`config.mk`:
```
export PLATFORM = sky130hd
export DESIGN_NAME = hc595_shift_store_flat
export DESIGN_NICKNAME = d
export VERILOG_FILES = /design/src/rtl/hc595_shift_store_if.sv /design/src/rtl/hc595_shift_store.sv /design/src/flat_wrapper.sv
export SDC_FILE = /design/constraint.sdc
export NUM_CORES = 1
export LEC_CHECK = 0
export CAP_MARGIN = 5
export CELL_PAD_IN_SITES_DETAIL_PLACEMENT = 2
export CELL_PAD_IN_SITES_GLOBAL_PLACEMENT = 2
export CORE_MARGIN = 1
export CORE_UTILIZATION = 33
export DETAILED_ROUTE_END_ITERATION = 16
export PLACE_DENSITY_LB_ADDON = 0.1
export SYNTH_ARGS = -nofsm -noshare
export SYNTH_HDL_FRONTEND = slang
export SYNTH_SLANG_ARGS = --single-unit
```
`constraint.sdc`:
```
create_clock -name clk -period 1.6 [get_ports clk]
set_input_delay 0.4 -clock clk [delete_from_list [all_inputs] [get_ports clk]]
set_output_delay 0.4 -clock clk [all_outputs]
set_load 0.02 [all_outputs]
```
`src/rtl/hc595_shift_store_if.sv`:
```
// Bus bundle for the hc595_shift_store serial-to-parallel register.
// The master side drives the serial stream and strobes; the slave side
// (the register itself) returns the parallel word, cascade bit and frame pulse.
interface hc595_shift_store_if #(
   parameter int WIDTH = 8
);
   logic             ser;
   logic             sh_en;
   logic             st_en;
   logic             clr;
   logic             oe_n;
   logic [WIDTH-1:0] q;
   logic             q_oe;
   logic             qs;
   logic             done;

   modport master (
      output ser, sh_en, st_en, clr, oe_n,
      input  q, q_oe, qs, done
   );

   modport slave (
      input  ser, sh_en, st_en, clr, oe_n,
      output q, q_oe, qs, done
   );
endinterface

```
`src/rtl/hc595_shift_store.sv`:
```
// 74HC595-style serial-in / parallel-out shift register with a storage register.
// Shift and store are clock enables on a single clock. With AUTO_LATCH set, a
// completed frame of WIDTH shifts is copied to storage one cycle later and
// flagged with a one-cycle done pulse.
module hc595_shift_store #(
   parameter int WIDTH      = 8,
   parameter bit AUTO_LATCH = 1'b1
) (
   input logic                clk,
   input logic                rst,
   hc595_shift_store_if.slave bus
);

   localparam int             CW       = (WIDTH > 2) ? $clog2(WIDTH) : 1;
   localparam logic [CW-1:0]  CNT_MAX  = CW'(WIDTH - 1);
   localparam logic [CW-1:0]  CNT_ONE  = CW'(1);

   typedef enum logic {
      FILL  = 1'b0,
      LATCH = 1'b1
   } state_t;

   state_t           state;
   state_t           next_state;
   logic [WIDTH-1:0] sr;
   logic [WIDTH-1:0] stor;
   logic [CW-1:0]    cnt;
   logic             last_bit;
   logic             done;

   assign last_bit = (cnt == CNT_MAX);

   // Frame state register; reset aborts any frame or pending latch.
   always_ff @(posedge clk or posedge rst) begin
      if (rst) begin
         state <= FILL;
      end else begin
         state <= next_state;
      end
   end

   // A shift that completes a frame moves to LATCH for exactly one cycle; a clear wins over the shift.
   always_comb begin
      next_state = state;
      done       = 1'b0;
      case (state)
         FILL: begin
            if (!bus.clr && bus.sh_en && last_bit && AUTO_LATCH) begin
               next_state = LATCH;
            end
         end
         LATCH: begin
            done       = 1'b1;
            next_state = FILL;
         end
         default: begin
            next_state = FILL;
         end
      endcase
   end

   // Shift register and bit counter: clear beats shift, the counter wraps at the end of a frame.
   always_ff @(posedge clk or posedge rst) begin
      if (rst) begin
         sr  <= '0;
         cnt <= '0;
      end else if (bus.clr) begin
         sr  <= '0;
         cnt <= '0;
      end else if (bus.sh_en) begin
         sr  <= {sr[WIDTH-2:0], bus.ser};
         cnt <= last_bit ? '0 : cnt + CNT_ONE;
      end
   end

   // Storage takes the pre-edge shift register on an explicit store or on the auto-latch cycle.
   always_ff @(posedge clk or posedge rst) begin
      if (rst) begin
         stor <= '0;
      end else if (bus.st_en || (state == LATCH)) begin
         stor <= sr;
      end
   end

   assign bus.q    = bus.oe_n ? '0 : stor;
   assign bus.q_oe = ~bus.oe_n;
   assign bus.qs   = sr[WIDTH-1];
   assign bus.done = done;

endmodule

```
`src/flat_wrapper.sv`:
```
// flat-port wrapper written by rule: the top's interface ports become plain ports
module hc595_shift_store_flat 
#(
   parameter int WIDTH      = 8,
   parameter bit AUTO_LATCH = 1'b1
)
  (clk, rst, bus_ser, bus_sh_en, bus_st_en, bus_clr, bus_oe_n, bus_q, bus_q_oe, bus_qs, bus_done);
  hc595_shift_store_if #(.WIDTH(WIDTH)) bus_i ();
  input logic clk;
  input logic rst;
  input wire logic [$bits(bus_i.ser)-1:0] bus_ser;
  input wire logic [$bits(bus_i.sh_en)-1:0] bus_sh_en;
  input wire logic [$bits(bus_i.st_en)-1:0] bus_st_en;
  input wire logic [$bits(bus_i.clr)-1:0] bus_clr;
  input wire logic [$bits(bus_i.oe_n)-1:0] bus_oe_n;
  output wire logic [$bits(bus_i.q)-1:0] bus_q;
  output wire logic [$bits(bus_i.q_oe)-1:0] bus_q_oe;
  output wire logic [$bits(bus_i.qs)-1:0] bus_qs;
  output wire logic [$bits(bus_i.done)-1:0] bus_done;
  assign bus_i.ser = bus_ser;
  assign bus_i.sh_en = bus_sh_en;
  assign bus_i.st_en = bus_st_en;
  assign bus_i.clr = bus_clr;
  assign bus_i.oe_n = bus_oe_n;
  assign bus_q = bus_i.q;
  assign bus_q_oe = bus_i.q_oe;
  assign bus_qs = bus_i.qs;
  assign bus_done = bus_i.done;
  hc595_shift_store #(.WIDTH(WIDTH), .AUTO_LATCH(AUTO_LATCH)) u_core (.clk(clk), .rst(rst), .bus(bus_i));
endmodule
```
# --- After elaboration in Yosys (flattened, before gate mapping) ---
# Index checks and enable logic that the tools add are counted.
word_totals:
  ff_bits: 20
  latch_bits: 0
  ram_bits: 0
  rom_bits: 0
  input_bits: 7
  output_inout_bits: 11
  memories: 0
op_classes:
  addsub: 1
  n_mul: 0
  n_div: 0
  n_lt_le_gt_ge: 0
  eq_ne: 1
  n_shift: 0
  n_mux: 9
  bitwise: 2
  n_reduce_logical: 5
ops:
  columns: ["operator", "count"]
  rows:
  - ["8-bit two-way mux", 3]
  - ["3-bit two-way mux", 3]
  - ["3-bit by 1-bit adder with 3-bit output (second input constant)", 1]
  - ["3-bit == test (second input constant)", 1]
  - ["1-bit logical AND", 2]
  - ["1-bit two-way mux", 2]
  - ["1-bit inverter", 2]
  - ["1-bit one-hot mux with 2 select lines", 1]
  - ["2-bit nonzero test", 1]
  - ["1-bit logical NOT", 1]
  - ["1-bit logical OR", 1]

# --- Longest topological paths before layout ---
# Gate-level depths: netlist of the first run.
logic_depth:
  word_depth: 5
  ltp_mapped: 4

# --- Worst setup path after synthesis of the first run ---
# OpenSTA, ideal clock, no wires.
synth_timing:
  path_type: "reg-to-reg"
  from: "reg u_core.cnt[0]"
  to: "reg u_core.cnt[0]"
  arrival_ns: 1.185
  setup_slack_ns: 0.337
  stages_incl_launch_ff: 5
  cell_sequence: "dfrtp_1 -> ha_1 -> ha_1 -> or3b_1 -> a21oi_1"
synth_via:
  elab_chain_len: 4
  elab_cells_between_ends: 5
  classes_between: "1 x add/sub; 1 x eq/ne; 3 x mux"
synth_rtl:
  columns: ["element", "line_no", "rtl"]
  rows:
  - ["from (decl)", "hc595_shift_store.sv:27", "logic [CW-1:0] cnt;"]
  - ["from (signal assigned)", "hc595_shift_store.sv:72", "cnt <= last_bit ? '0 : cnt + CNT_ONE;"]
  - ["3-bit by 1-bit adder with 3-bit output / 3-bit == test (equally long branches)", "hc595_shift_store.sv:72, hc595_shift_store.sv:31", null]
  - ["3-bit two-way mux *", "hc595_shift_store.sv:72", null]
  - ["3-bit two-way mux *", "hc595_shift_store.sv:70", "end else if (bus.sh_en) begin"]
  - ["3-bit two-way mux *", "hc595_shift_store.sv:67", "end else if (bus.clr) begin"]
# Mark *: on every way between the ends. The rest lies on a longest branch, timed or not. The select of a mux whose other input is x is not followed.
# A chain may end at the register's enable or synchronous reset.

# --- Worst setup path in the final report of the first run ---
layout_timing:
  from: "in bus_oe_n"
  to: "out bus_q[3]"
layout_via:
  elab_chain_len: 1
layout_rtl:
  columns: ["element", "line_no", "rtl"]
  rows:
  - ["from (decl)", "flat_wrapper.sv:15", "input wire logic [$bits(bus_i.oe_n)-1:0] bus_oe_n;"]
  - ["8-bit two-way mux", "hc595_shift_store.sv:85", "assign bus.q = bus.oe_n ? '0 : stor;"]
  - ["to (decl)", "flat_wrapper.sv:16", "output wire logic [$bits(bus_i.q)-1:0] bus_q;"]
# No other way between the ends.

==> results.cfg, run 1 <==
[power]
total_power_w = 0.000845
power.density_nw_per_um2 = 739
leakage_nw = 0.607
ir_worst_vdd_mv = 0.454

[die]
rows = 18
io-pin-count = 18
start_util_pct = 35.7
core_sq_um = 2520
die_w_microns = 54.3
die-height_microns = 54.3
die_area_sq_um = 2940

[yosys]
ys.warnings.count = 0
synth_cells = 68
syn_nets = 77
ys_types = 15
yosysSeqAreaShare_pct = 55.6
syn_area_per_cell_sq_um = 13.2
synth.ff_latch_count = 20
syn-cell-area_sq_um = 901

[sta]
slew_headroom_pct = 80.7
min_period_ps = 1550
layout_setup_ws_ps = 46.9
drv_slew = 0
setup_viol = 0
worstMarginPinSlew_ps = 290
fmax_mhz = 644
fin_hold_ws_ps = 451
fin_skew_ps = 0.733
fin_crit_sh_pct = 97.1
rsz0062_at_grt = true
hold_viol_final = 0

[global_routing]
grt_pass1_vias = 553
grt_pass1_wl_microns = 2550
antenna_found_initial = 0
track_usage_pct = 13.1
grt_start_max_net_pins = 21
grt_overflow = 0

[finish]
fillCellCount = 283
nets = 102
syn_to_final_growth_pct = 26.9
n_antenna_cell = 0
layout_commonest_cell = dfrtp_1
layout_common_cells = dfrtp_1, mux2i_1, nor2_1
stdcell_count = 121
drive_above_1_share_pct = 27.5

[cts]
cts_max_path_buffers = 2
clkTransAtPathRegs_ps = 100
h-tree-depth = 1
cts_tree = built
hold_buffers = 0
clkLatencyLatePin_ps = 290
cts.sinks = 20
cts_buffers = 3
clock-root-buffer = clkbuf_4

[worst_setup_path]
r2r-end = u_core.cnt[0]$_DFFE_PP0P_
reg2reg_setup_slack_ps = 220
cp-end-kind = primary output
cp_num_buf_inv = 2
critPathSlowestCell = dlygate4sd2_1
crit_family = buffers and inverters
reg2reg_from = u_core.cnt[0]$_DFFE_PP0P_
worstPathRequired_ps = 1200
crit_fanout = 9
crit_chain = dlygate4sd2_1 -> nor2b_1 -> clkdlybuf4s15_2
worstSetupStartpoint = bus_oe_n
crit_type = in2out
arrival_ps = 1150
cp-start-kind = primary input
r2r_cells = 4
max_stage_delay_ps = 320

[hold_path]
hold_path_class = in2async

[placed_design]
dp_slack_ps = -588
routabilityCongestion = 0.619
dp_hpwl_microns = 1210
io_buffers = 17
dp.cells = 118

[route]
first_iter_violations = 0
ant_nets = 0
viasPerCell = 4.68
first_pass_iters = 1
vias = 566
wire_per_inst_microns = 12.8
drc = 0
wl_microns = 1550

[status]
outcome = finished, final reports clean

[run]
maxCapViolations = 0
==> area by class of cell <==
type                    instances  area [sq um]  share of cell area, %
well taps                      30          37.5                   3.28
inverters                       2          7.51                  0.656
repair buffers                 22           194                   17.0
flip-flops and latches         20           500                   43.8
multi-input cells              44           382                   33.4
clock buffers                   3          22.5                   1.97
==> metrics by stage <==
stage / TNS [ps] / util, % / instance area, sq um
after floorplan: 0 / - / 901
after global placement: -4510 / 46.0 / 1160
after detailed placement: -4920 / 46.0 / 1160
after CTS: 0 / 46.7 / 1180
after global routing: -14.5 / 45.3 / 1140
final: 0 / 45.3 / 1140
==> cell families (layout without fill, tap and decap cells) <==
| group | after synthesis | in the layout | share of synthesized area [%] |
|---|---|---|---|
| mux | 17 | 17 | 23.3 |
| flops | 20 | 20 | 55.6 |
| simple gates | 23 | 23 | 15.1 |
| fa+ha+maj | 2 | 2 | 2.78 |
| compound gates | 2 | 2 | 1.11 |
| buf+inv | 4 | 27 | 2.08 |
==> synth_stat cells <==
library cell	instances	area [sq um]
dfrtp_1	20	500
mux2i_1	9	90.1
nor2_1	9	33.8
mux2_4	8	120
nor2b_1	8	50.1
a21oi_1	2	10.0
ha_1	2	25.0
inv_1	2	7.51
nand2b_1	2	12.5
and4bb_1	1	12.5
buf_4	1	7.51
clkbuf_1	1	3.75
nand3b_1	1	7.51
nor2_4	1	11.3
or3b_1	1	8.76
==> power breakdown <==
part / total, W / internal [W] / switching (W)
sequential: 0.000523 / 0.000516 / 0.00000726
clock: 0.000225 / 0.0000875 / 0.000137
combinational: 0.0000971 / 0.0000509 / 0.0000462
total: 0.000845 / 0.000654 / 0.000190
==> worst max-delay path by stage <==
stage,to,slack [ps],cells past startpoint
after detailed placement,bus_q[3],-590,3
final,bus_q[3],50,3
after global routing,bus_q_oe,-10,3
after floorplan,u_core.cnt[0]$_DFFE_PP0P_,340,4
after global placement,bus_q[7],-510,3
after CTS,bus_q[2],4,3
==> worst min-delay path, cell delays in order <==
cell and delay, ps:
clkdlybuf4s50_1 410, inv_1 60, buf_4 260
==> layer usage <==
layer | GRT usage, % | share of wire [%]
met5 | 0 | 0
met4 | 8.97 | 2.0
met3 | 1.67 | 4.6
met2 | 22.6 | 53
met1 | 14.8 | 41
==> registers in the layout, indices dropped and copies added, names as in the netlist <==
register	flops
u_core.stor	8
u_core.state	1
u_core.cnt	3
u_core.sr	8
==> repair_timing <==
action | 4_1_cts | 5_1_grt
buffers inserted | 0 | 0
resized for setup | 21 | 7
setup endpoints to repair | 11 | 8
hold endpoints to repair | 0 | 0
No activity file was read; power rests on OpenSTA's default activity.
==> inputs of run 2 (changes only) <==
Settings changed: CAP_MARGIN 5 to 0.
==> results of run 2 <==
No change in the layout: final DEF, timing and power equal those of run 1.
